[src/rtl/bus_pkg.sv]
// Shared definitions for the valid/ready register bus: responder state
// encoding, default bus widths and the error-flag encoding.
package bus_pkg;

   typedef enum logic [1:0] {
      IDLE = 2'd0,
      WAIT = 2'd1,
      RESP = 2'd2
   } slave_state_t;

   localparam int BUS_ADDR_W = 16;
   localparam int BUS_DATA_W = 32;

   localparam logic ERR_OK   = 1'b0;
   localparam logic ERR_FAIL = 1'b1;

endpackage

[src/rtl/slave_reg_bank.sv]
// Register array for slave_reg: synchronous write port, registered read
// port that returns zero whenever no read is requested.
module slave_reg_bank #(
   parameter int DATA_W   = 32,
   parameter int NUM_REGS = 8,
   parameter int IDX_W    = $clog2(NUM_REGS)
) (
   input  logic              i_clk,
   input  logic              i_rst,
   input  logic              i_we,
   input  logic [IDX_W-1:0]  i_widx,
   input  logic [DATA_W-1:0] i_wdata,
   input  logic              i_re,
   input  logic [IDX_W-1:0]  i_ridx,
   output logic [DATA_W-1:0] o_rdata
);

   logic [DATA_W-1:0] r_mem [NUM_REGS];
   logic [DATA_W-1:0] r_rdata;

   always_ff @(posedge i_clk) begin
      if (i_rst) begin
         for (int i = 0; i < NUM_REGS; i++) begin
            r_mem[i] <= '0;
         end
         r_rdata <= '0;
      end else begin
         if (i_we) begin
            r_mem[i_widx] <= i_wdata;
         end
         // Idle cycles clear the output so read_data is zero outside RESP
         r_rdata <= i_re ? r_mem[i_ridx] : '0;
      end
   end

   assign o_rdata = r_rdata;

endmodule

[src/rtl/slave_reg.sv]
// Register-bank responder on the valid/ready bus: decodes a NUM_REGS word
// window at BASE_ADDR, inserts WAIT_STATES wait cycles, answers with a one-cycle ready.
module slave_reg
   import bus_pkg::*;
#(
   parameter int                ADDR_W      = BUS_ADDR_W,
   parameter int                DATA_W      = BUS_DATA_W,
   parameter logic [ADDR_W-1:0] BASE_ADDR   = ADDR_W'(16'h0010),
   parameter int                NUM_REGS    = 8,
   parameter int                WAIT_STATES = 1
) (
   input  logic              clk,
   input  logic              reset,
   input  logic              valid,
   input  logic              read,
   input  logic              write,
   input  logic [ADDR_W-1:0] addr,
   input  logic [DATA_W-1:0] write_data,
   output logic [DATA_W-1:0] read_data,
   output logic              ready,
   output logic              err
);

   localparam int              IDX_W    = $clog2(NUM_REGS);
   localparam logic [3:0]      CNT_LOAD = (WAIT_STATES > 0) ? 4'(WAIT_STATES - 1) : 4'd0;
   localparam logic [ADDR_W:0] LIMIT    = {1'b0, BASE_ADDR} + (ADDR_W + 1)'(NUM_REGS);

   if (NUM_REGS < 2 || (NUM_REGS & (NUM_REGS - 1)) != 0) begin : g_chk_num_regs
      $error("slave_reg: NUM_REGS must be a power of two and at least 2");
   end
   if (WAIT_STATES < 0 || WAIT_STATES > 15) begin : g_chk_wait_states
      $error("slave_reg: WAIT_STATES must be in 0..15");
   end
   if ((longint'(BASE_ADDR) + longint'(NUM_REGS)) > (longint'(1) << ADDR_W)) begin : g_chk_window
      $error("slave_reg: register window exceeds the address space");
   end

   slave_state_t      r_state;
   slave_state_t      w_next;
   logic [3:0]        r_cnt;
   logic              r_hold_rd;
   logic              r_hold_wr;
   logic [ADDR_W-1:0] r_hold_addr;
   logic [DATA_W-1:0] r_hold_wdata;
   logic              r_ready;
   logic              r_err;

   logic              w_idle;
   logic              w_req_rd;
   logic              w_req_wr;
   logic [ADDR_W-1:0] w_req_addr;
   logic [DATA_W-1:0] w_req_wdata;
   logic              w_hit;
   logic [IDX_W-1:0]  w_idx;
   logic              w_wr_ok;
   logic              w_rd_ok;
   logic              w_commit;

   // With no wait states the request goes straight to RESP, so decode must
   // see the live bus in IDLE and the held copy afterwards.
   assign w_idle      = (r_state == IDLE);
   assign w_req_rd    = w_idle ? read       : r_hold_rd;
   assign w_req_wr    = w_idle ? write      : r_hold_wr;
   assign w_req_addr  = w_idle ? addr       : r_hold_addr;
   assign w_req_wdata = w_idle ? write_data : r_hold_wdata;

   assign w_hit   = ({1'b0, w_req_addr} >= {1'b0, BASE_ADDR}) && ({1'b0, w_req_addr} < LIMIT);
   assign w_idx   = IDX_W'(w_req_addr - BASE_ADDR);
   assign w_wr_ok = w_hit & w_req_wr & ~w_req_rd;
   assign w_rd_ok = w_hit & w_req_rd & ~w_req_wr;

   always_comb begin
      w_next   = r_state;
      w_commit = 1'b0;
      case (r_state)
         IDLE: begin
            if (valid) begin
               if (WAIT_STATES > 0) begin
                  w_next = WAIT;
               end else begin
                  w_next   = RESP;
                  w_commit = 1'b1;
               end
            end
         end
         WAIT: begin
            if (r_cnt == 4'd0) begin
               w_next   = RESP;
               w_commit = 1'b1;
            end
         end
         RESP:    w_next = IDLE;
         default: w_next = IDLE;
      endcase
   end

   always_ff @(posedge clk) begin
      if (reset) begin
         r_state <= IDLE;
      end else begin
         r_state <= w_next;
      end
   end

   always_ff @(posedge clk) begin
      if (reset) begin
         r_cnt <= 4'd0;
      end else if (w_idle && valid) begin
         r_cnt <= CNT_LOAD;
      end else if (r_state == WAIT && r_cnt != 4'd0) begin
         r_cnt <= r_cnt - 4'd1;
      end
   end

   always_ff @(posedge clk) begin
      if (w_idle && valid) begin
         r_hold_rd    <= read;
         r_hold_wr    <= write;
         r_hold_addr  <= addr;
         r_hold_wdata <= write_data;
      end
   end

   always_ff @(posedge clk) begin
      if (reset) begin
         r_ready <= 1'b0;
         r_err   <= ERR_OK;
      end else begin
         r_ready <= w_commit;
         r_err   <= (w_commit && !(w_wr_ok || w_rd_ok)) ? ERR_FAIL : ERR_OK;
      end
   end

   slave_reg_bank #(
      .DATA_W   (DATA_W),
      .NUM_REGS (NUM_REGS),
      .IDX_W    (IDX_W)
   ) u_bank (
      .i_clk   (clk),
      .i_rst   (reset),
      .i_we    (w_commit & w_wr_ok),
      .i_widx  (w_idx),
      .i_wdata (w_req_wdata),
      .i_re    (w_commit & w_rd_ok),
      .i_ridx  (w_idx),
      .o_rdata (read_data)
   );

   assign ready = r_ready;
   assign err   = r_err;

endmodule

[config.mk]
export PLATFORM = sky130hd
export DESIGN_NAME = slave_reg
export DESIGN_NICKNAME = d
export VERILOG_FILES = /design/src/rtl/bus_pkg.sv /design/src/rtl/slave_reg_bank.sv /design/src/rtl/slave_reg.sv
export SDC_FILE = /design/constraint.sdc
export NUM_CORES = 1
export LEC_CHECK = 0
export BUFFER_PORTS_ARGS = -buffer_cell sky130_fd_sc_hd__buf_2
export CAP_MARGIN = 10
export CORE_UTILIZATION = 45
export CTS_CLUSTER_SIZE = 8
export DETAILED_ROUTE_END_ITERATION = 6
export GPL_TIMING_DRIVEN = 0
export HOLD_SLACK_MARGIN = 0.06
export MAX_ROUTING_LAYER = met4
export PLACE_DENSITY = 0.67
export SYNTH_ARGS = -nofsm -noshare
export SYNTH_HDL_FRONTEND = slang
export SYNTH_HIERARCHICAL = 1
export SYNTH_SLANG_ARGS = --single-unit
[constraint.sdc]
create_clock -name clk -period 7.15 [get_ports clk]
set_input_delay 0.3575 -clock clk [delete_from_list [all_inputs] [get_ports clk]]
set_output_delay 0.3575 -clock clk [all_outputs]
set_load 0.02 [all_outputs]
After elaboration in Yosys (flattened, before gate mapping)
Memories as Yosys holds them, arrays and structs flattened. A register that Yosys moved wholly into a read port is not among the register bits. Cells that the tools add are included.

Output and inout port bits: 34. Bits in writable memories: 256. Memories kept: 1. Register bits after elaboration: 58.

Memories: u_bank.r_mem (words 8, width 32, rd ports 1, clocked after Yosys merged registers in 1, write ports 8, line slave_reg_bank.sv:18) `logic [DATA_W-1:0] r_mem [NUM_REGS];`.

Bitwise operators: 9. $lt $le $gt $ge: 2. $add $sub $neg: 2. Equality and inequality tests: 3. Mux-type cells: 18. Reductions and logical operators: 13.

Operators with widths (number): 32-bit 2-to-1 mux (2); 32-bit OR reduction (1); 16-bit by 5-bit greater-or-equal comparator with 1-bit output (second input constant) (1); 16-bit by 5-bit less-than comparator with 1-bit output (second input constant) (1); 16-bit 2-to-1 mux (1); 1-bit 2-to-1 mux (11); 1-bit AND (6); 1-bit logical AND (4); 4-bit zero test (1); 2-bit 2-to-1 mux (2); 2-bit != test (second input constant) (2); 2-bit case mux with 2 select lines (1); 4-bit nonzero test (1); 2-bit OR reduction (2); 4-bit by 1-bit subtractor with 4-bit output (second input constant) (1); 3-bit 2-to-1 mux (1); 1-bit inverter (3); 3-bit by 1-bit subtractor with 3-bit output (second input constant) (1); 2-bit by 1-bit equality test with 1-bit output (second input constant) (1); 2-bit zero test (1); 2-bit AND reduction (1); 1-bit zero test (1); 1-bit logical OR (1).

Logic depth before layout (Yosys ltp)
Depth in word-level cells: 12. Depth in mapped cells: 9. Gate-level depth less buffers: 7.

Hierarchy
The synthesis kept the hierarchy.

By module, submodules not included: slave_reg_bank (area each 12274.3 um^2, times used 1, cells each 847); slave_reg (area each 2407.3 um^2, times used 1, cells each 146).

Worst setup path before layout
No wires, ideal clock.

Kind: reg-to-reg. Start point: register r_hold_addr[13]. End point: memory u_bank.r_mem[0][0], enable pin. Setup slack: 4.111 ns. Buffers on the path: 0. Setup time: 0.375 ns. Arrival: 2.664 ns. Cell stages (with the launch flop): 8. Required time: 6.775 ns. Cells stage by stage: edfxtp_1 or4_4 nor4_4 a41oi_2 nor3_1 or3b_4 nor3_4 or2_2.

RTL lines: start: declaration (line slave_reg.sv:43) `logic [ADDR_W-1:0] r_hold_addr;`; start signal: assignment (line slave_reg.sv:119) `r_hold_addr <= addr;`; end: declaration (line slave_reg_bank.sv:18).

==> load_flow_metrics.sql <==
INSERT INTO impl_metrics (metric_group, metric, value, unit) VALUES
('outcome', 'outcome', 'completed', ''),
('critical_path', 'critical_path.startpoint_type', 'register', ''),
('sta', 'total_negative_setup_slacks', '0', 'ns'),
('sta', 'grt_setup_unrepaired', 'no', ''),
('logic_synthesis', 'synthDominantCellAreaShare', '62.59', '%'),
('global_routing', 'grt_pass1_vias', '8798', ''),
('placed_design', 'numPlacedInstances', '1515', ''),
('power_and_ir_drop', 'total_leakage_power', '6.964', 'nW'),
('critical_path', 'worst_path_required_time', '7.30', 'ns'),
('critical_path', 'worstPathCellList', 'nor2_1 > buf_2 > a31oi_1 > nor3_1 > or3b_4 > nor3_4 > or2_2', ''),
('detailed_routing', 'dr.first_iter.drc_count', '471', ''),
('critical_path', 'critPathSlowestCell', 'sky130_fd_sc_hd__or2_2', ''),
('floorplan', 'placementRows', '65', ''),
('placed_design', 'gpl.final_weighted_congestion', '0.7738', ''),
('logic_synthesis', 'synth_top_area_cell', 'sky130_fd_sc_hd__edfxtp_1', ''),
('logic_synthesis', 'postSynthNetCount', '1047', ''),
('logic_synthesis', 'ys_ff_latch', '346', ''),
('sta', 'fin_worst_skew', '0.01874', 'ns'),
('floorplan', 'chipHeight', '182.6', 'um'),
('placed_design', 'port_buffers', '86', ''),
('detailed_routing', 'drt-total-wl', '32290', 'um'),
('logic_synthesis', 'post_synth.cell_area_avg', '14.79', 'um2'),
('logic_synthesis', 'synth_async_sr_flop_share', '0', '%'),
('floorplan', 'chipWidth', '182.6', 'um'),
('floorplan', 'io_pins', '87', ''),
('final_layout', 'antennaDiodeCount', '0', ''),
('detailed_routing', 'drc', '0', ''),
('floorplan', 'core_region_area', '31800', 'um2'),
('logic_synthesis', 'synth-main-ff-cell', 'sky130_fd_sc_hd__edfxtp_1', ''),
('final_layout', 'synthToLayoutAreaGrowth', '19.93', '%'),
('critical_path', 'crit_path_end_kind', 'register', ''),
('flow_run', 'drv.max_cap_violation_count', '0', ''),
('sta', 'max_slew_margin', '32.30', '%'),
('detailed_routing', 'antenna_violating_nets_post_route', '0', ''),
('power_and_ir_drop', 'power_per_cell_area', '267.5', 'nW/um2'),
('logic_synthesis', 'synth.most_common_cell', 'sky130_fd_sc_hd__edfxtp_1', ''),
('logic_synthesis', 'synth-warning-count', '6', ''),
('detailed_routing', 'routed_wire_length_per_instance', '19.51', 'um'),
('critical_path', 'critPathMaxFanout', '32', ''),
('sta', 'final_hold_viol_count', '0', ''),
('logic_synthesis', 'synth-seq-area-share', '68.04', '%'),
('critical_path', 'cp_slowest_stage_delay', '0.81', 'ns'),
('global_routing', 'grt_max_degree', '37', ''),
('critical_path', 'cp_num_buf_inv', '1', ''),
('final_layout', 'post_layout_nonfiller_instances', '1655', ''),
('sta', 'fin_crit_sh', '51.35', '%'),
('cts', 'cts-root-buf', 'sky130_fd_sc_hd__clkbuf_16', ''),
('sta', 'report.final.setup_viol', '0', ''),
('cts', 'tritoncts_clock_tree', 'done', ''),
('cts', 'ctsHtreeMaxLevel', '2', ''),
('cts', 'clock_latency_on_the_worst_skew_pair', '0.55', 'ns'),
('floorplan', 'start_util', '46.17', '%'),
('global_routing', 'antenna_found_initial', '0', ''),
('critical_path', 'critical_path_arrival', '3.83', 'ns'),
('floorplan', 'die-area', '33350', 'um2'),
('global_routing', 'grtUsageTotal', '20.50', '%'),
('placed_design', 'detailed_place_hpwl', '19860', 'um'),
('logic_synthesis', 'synthTopCellsByArea', 'sky130_fd_sc_hd__edfxtp_1, sky130_fd_sc_hd__and2_1, sky130_fd_sc_hd__mux2i_1, sky130_fd_sc_hd__dfxtp_1, sky130_fd_sc_hd__o22ai_1', ''),
('detailed_routing', 'routed-via-count', '8493', ''),
('global_routing', 'wire_length_of_the_first_global_routing_pass', '49950', 'um'),
('cts', 'cts_buffers', '49', ''),
('cts', 'clock_sink_count', '346', ''),
('detailed_routing', 'drtPass1Iterations', '5', ''),
('logic_synthesis', 'synth.distinct_cells', '42', ''),
('sta', 'finalWorstPathRequiredPeriod', '3.671', 'ns'),
('detailed_routing', 'vias_per_cell', '5.132', ''),
('final_layout', 'final_layout_size_suffix_gt1_share', '18.85', '%'),
('critical_path', 'critical_path.top_delay_family', 'simple AND/OR/NAND/NOR gates', ''),
('logic_synthesis', 'synth_cells', '993', ''),
('sta', 'timing_worst_slew_pin_value', '1.015', 'ns'),
('logic_synthesis', 'synth_enable_flop_cells', '306', '');
[cell type report]
cell class                 instances  area, um2
clock buffer                      88       1415
fill                            2598      14190
sequential                       346       9990
clock inverter                     2      16.27
inverter                           5      18.77
buffer                            58      287.8
multi-input combinational        584       4385
timing repair buffer             137      950.9
tap                              435      544.3
[worst reg2reg max path: stages (launching register included)]
cell and delay [ns]:
sky130_fd_sc_hd__dfxtp_1 0.32, sky130_fd_sc_hd__nor2_1 0.47, sky130_fd_sc_hd__buf_2 0.38, sky130_fd_sc_hd__a31oi_1 0.14, sky130_fd_sc_hd__nor3_1 0.32, sky130_fd_sc_hd__or3b_4 0.48, sky130_fd_sc_hd__nor3_4 0.33, sky130_fd_sc_hd__or2_2 0.81
[metrics by stage]
stage | setup slack (ns) | utilization, % | power, mW | instance area (um2) | hold slack (ns)
floorplan | 4.111 | - | 2.501 | 14680 | 0.4266
global placement | 3.506 | 49.23 | 2.589 | 15660 | 0.5065
detailed placement | 3.474 | 49.30 | 2.598 | 15680 | 0.5211
CTS | 3.447 | 55.37 | 4.756 | 17610 | 0.08006
global route | 3.217 | 55.37 | 4.869 | 17610 | 0.09938
finish | 3.479 | 55.37 | 4.710 | 17610 | 0.09567
[cell usage in the layout (no fill, tap or decap), types with 2 or more instances in the layout]
master,instances
sky130_fd_sc_hd__clkbuf_1,54
sky130_fd_sc_hd__buf_6,3
sky130_fd_sc_hd__or2_2,9
sky130_fd_sc_hd__or2_1,31
sky130_fd_sc_hd__nor4_1,3
sky130_fd_sc_hd__nand2_1,3
sky130_fd_sc_hd__dfxtp_1,40
sky130_fd_sc_hd__edfxtp_1,306
sky130_fd_sc_hd__mux2_1,7
sky130_fd_sc_hd__mux2i_1,128
sky130_fd_sc_hd__clkbuf_16,51
sky130_fd_sc_hd__xnor2_1,2
sky130_fd_sc_hd__xor2_1,3
sky130_fd_sc_hd__buf_2,112
sky130_fd_sc_hd__a21oi_1,3
sky130_fd_sc_hd__nor3_1,3
sky130_fd_sc_hd__nand4bb_1,2
sky130_fd_sc_hd__inv_1,4
sky130_fd_sc_hd__nor4_4,2
sky130_fd_sc_hd__nand2b_1,3
sky130_fd_sc_hd__and2_1,256
sky130_fd_sc_hd__dlygate4sd3_1,50
sky130_fd_sc_hd__nor2_2,3
sky130_fd_sc_hd__mux2_2,28
sky130_fd_sc_hd__nor3b_1,3
sky130_fd_sc_hd__a31oi_1,2
sky130_fd_sc_hd__nor2_1,12
sky130_fd_sc_hd__o22ai_1,64
sky130_fd_sc_hd__clkbuf_2,12
sky130_fd_sc_hd__nand3_1,3
[power by group]
group          leakage, nW  internal (mW)  total, mW  switching [mW]
clock network        0.677           1.32       2.13           0.811
logic                 2.84          0.113      0.289           0.176
registers             3.44           2.27       2.29          0.0191
[path summary, 6_finish.rpt]
path	start	end	slack [ns]	cells past startpoint
worst min-delay path	reset	r_state[0]	0.1	2
worst min register to register	r_cnt[1]	r_cnt[1]	0.53	2
worst max register to register	r_state[1]	u_bank/r_mem[0][19]	3.48	7
worst max-delay path	r_state[1]	u_bank/r_mem[0][19]	3.48	7
[state kept, by name, summed over array words and instances (netlist names)]
signal / flops
r_hold_rd: 1
u_bank/r_mem: 256
ready: 1
r_hold_wdata: 32
r_hold_wr: 1
r_state: 2
u_bank/o_rdata: 32
r_cnt: 4
err: 1
r_hold_addr: 16
[logic make-up after synthesis]
| group | Yosys count | synth area share, % |
|---|---|---|
| AOI/OAI and AO/OA | 72 | 3.136 |
| DFF | 346 | 68.04 |
| and+or+nand+nor | 343 | 14.94 |
| xor gates and xnor gates | 5 | 0.2983 |
| muxes | 163 | 11.41 |
| adders and majority gates | 1 | 0.08521 |
| buffers and inverters | 63 | 2.088 |
[routing by layer]
| layer | up-vias | GRT usage (%) | wire [um] |
|---|---|---|---|
| li1 | 4014 | - | - |
| met1 | 4207 | 26.25 | 14440 |
| met2 | 219 | 33.34 | 15470 |
| met3 | 53 | 3.532 | 1707 |
| met4 | 0 | 6.319 | 671 |
| met5 | - | - | 0 |
[repair_timing]
| action | CTS | global route |
|---|---|---|
| endpoints found under the setup margin | 0 | 0 |
| hold buffers | 50 | 0 |
| endpoints found under the hold margin | 50 | 0 |
(Power assumes the default switching activity.)
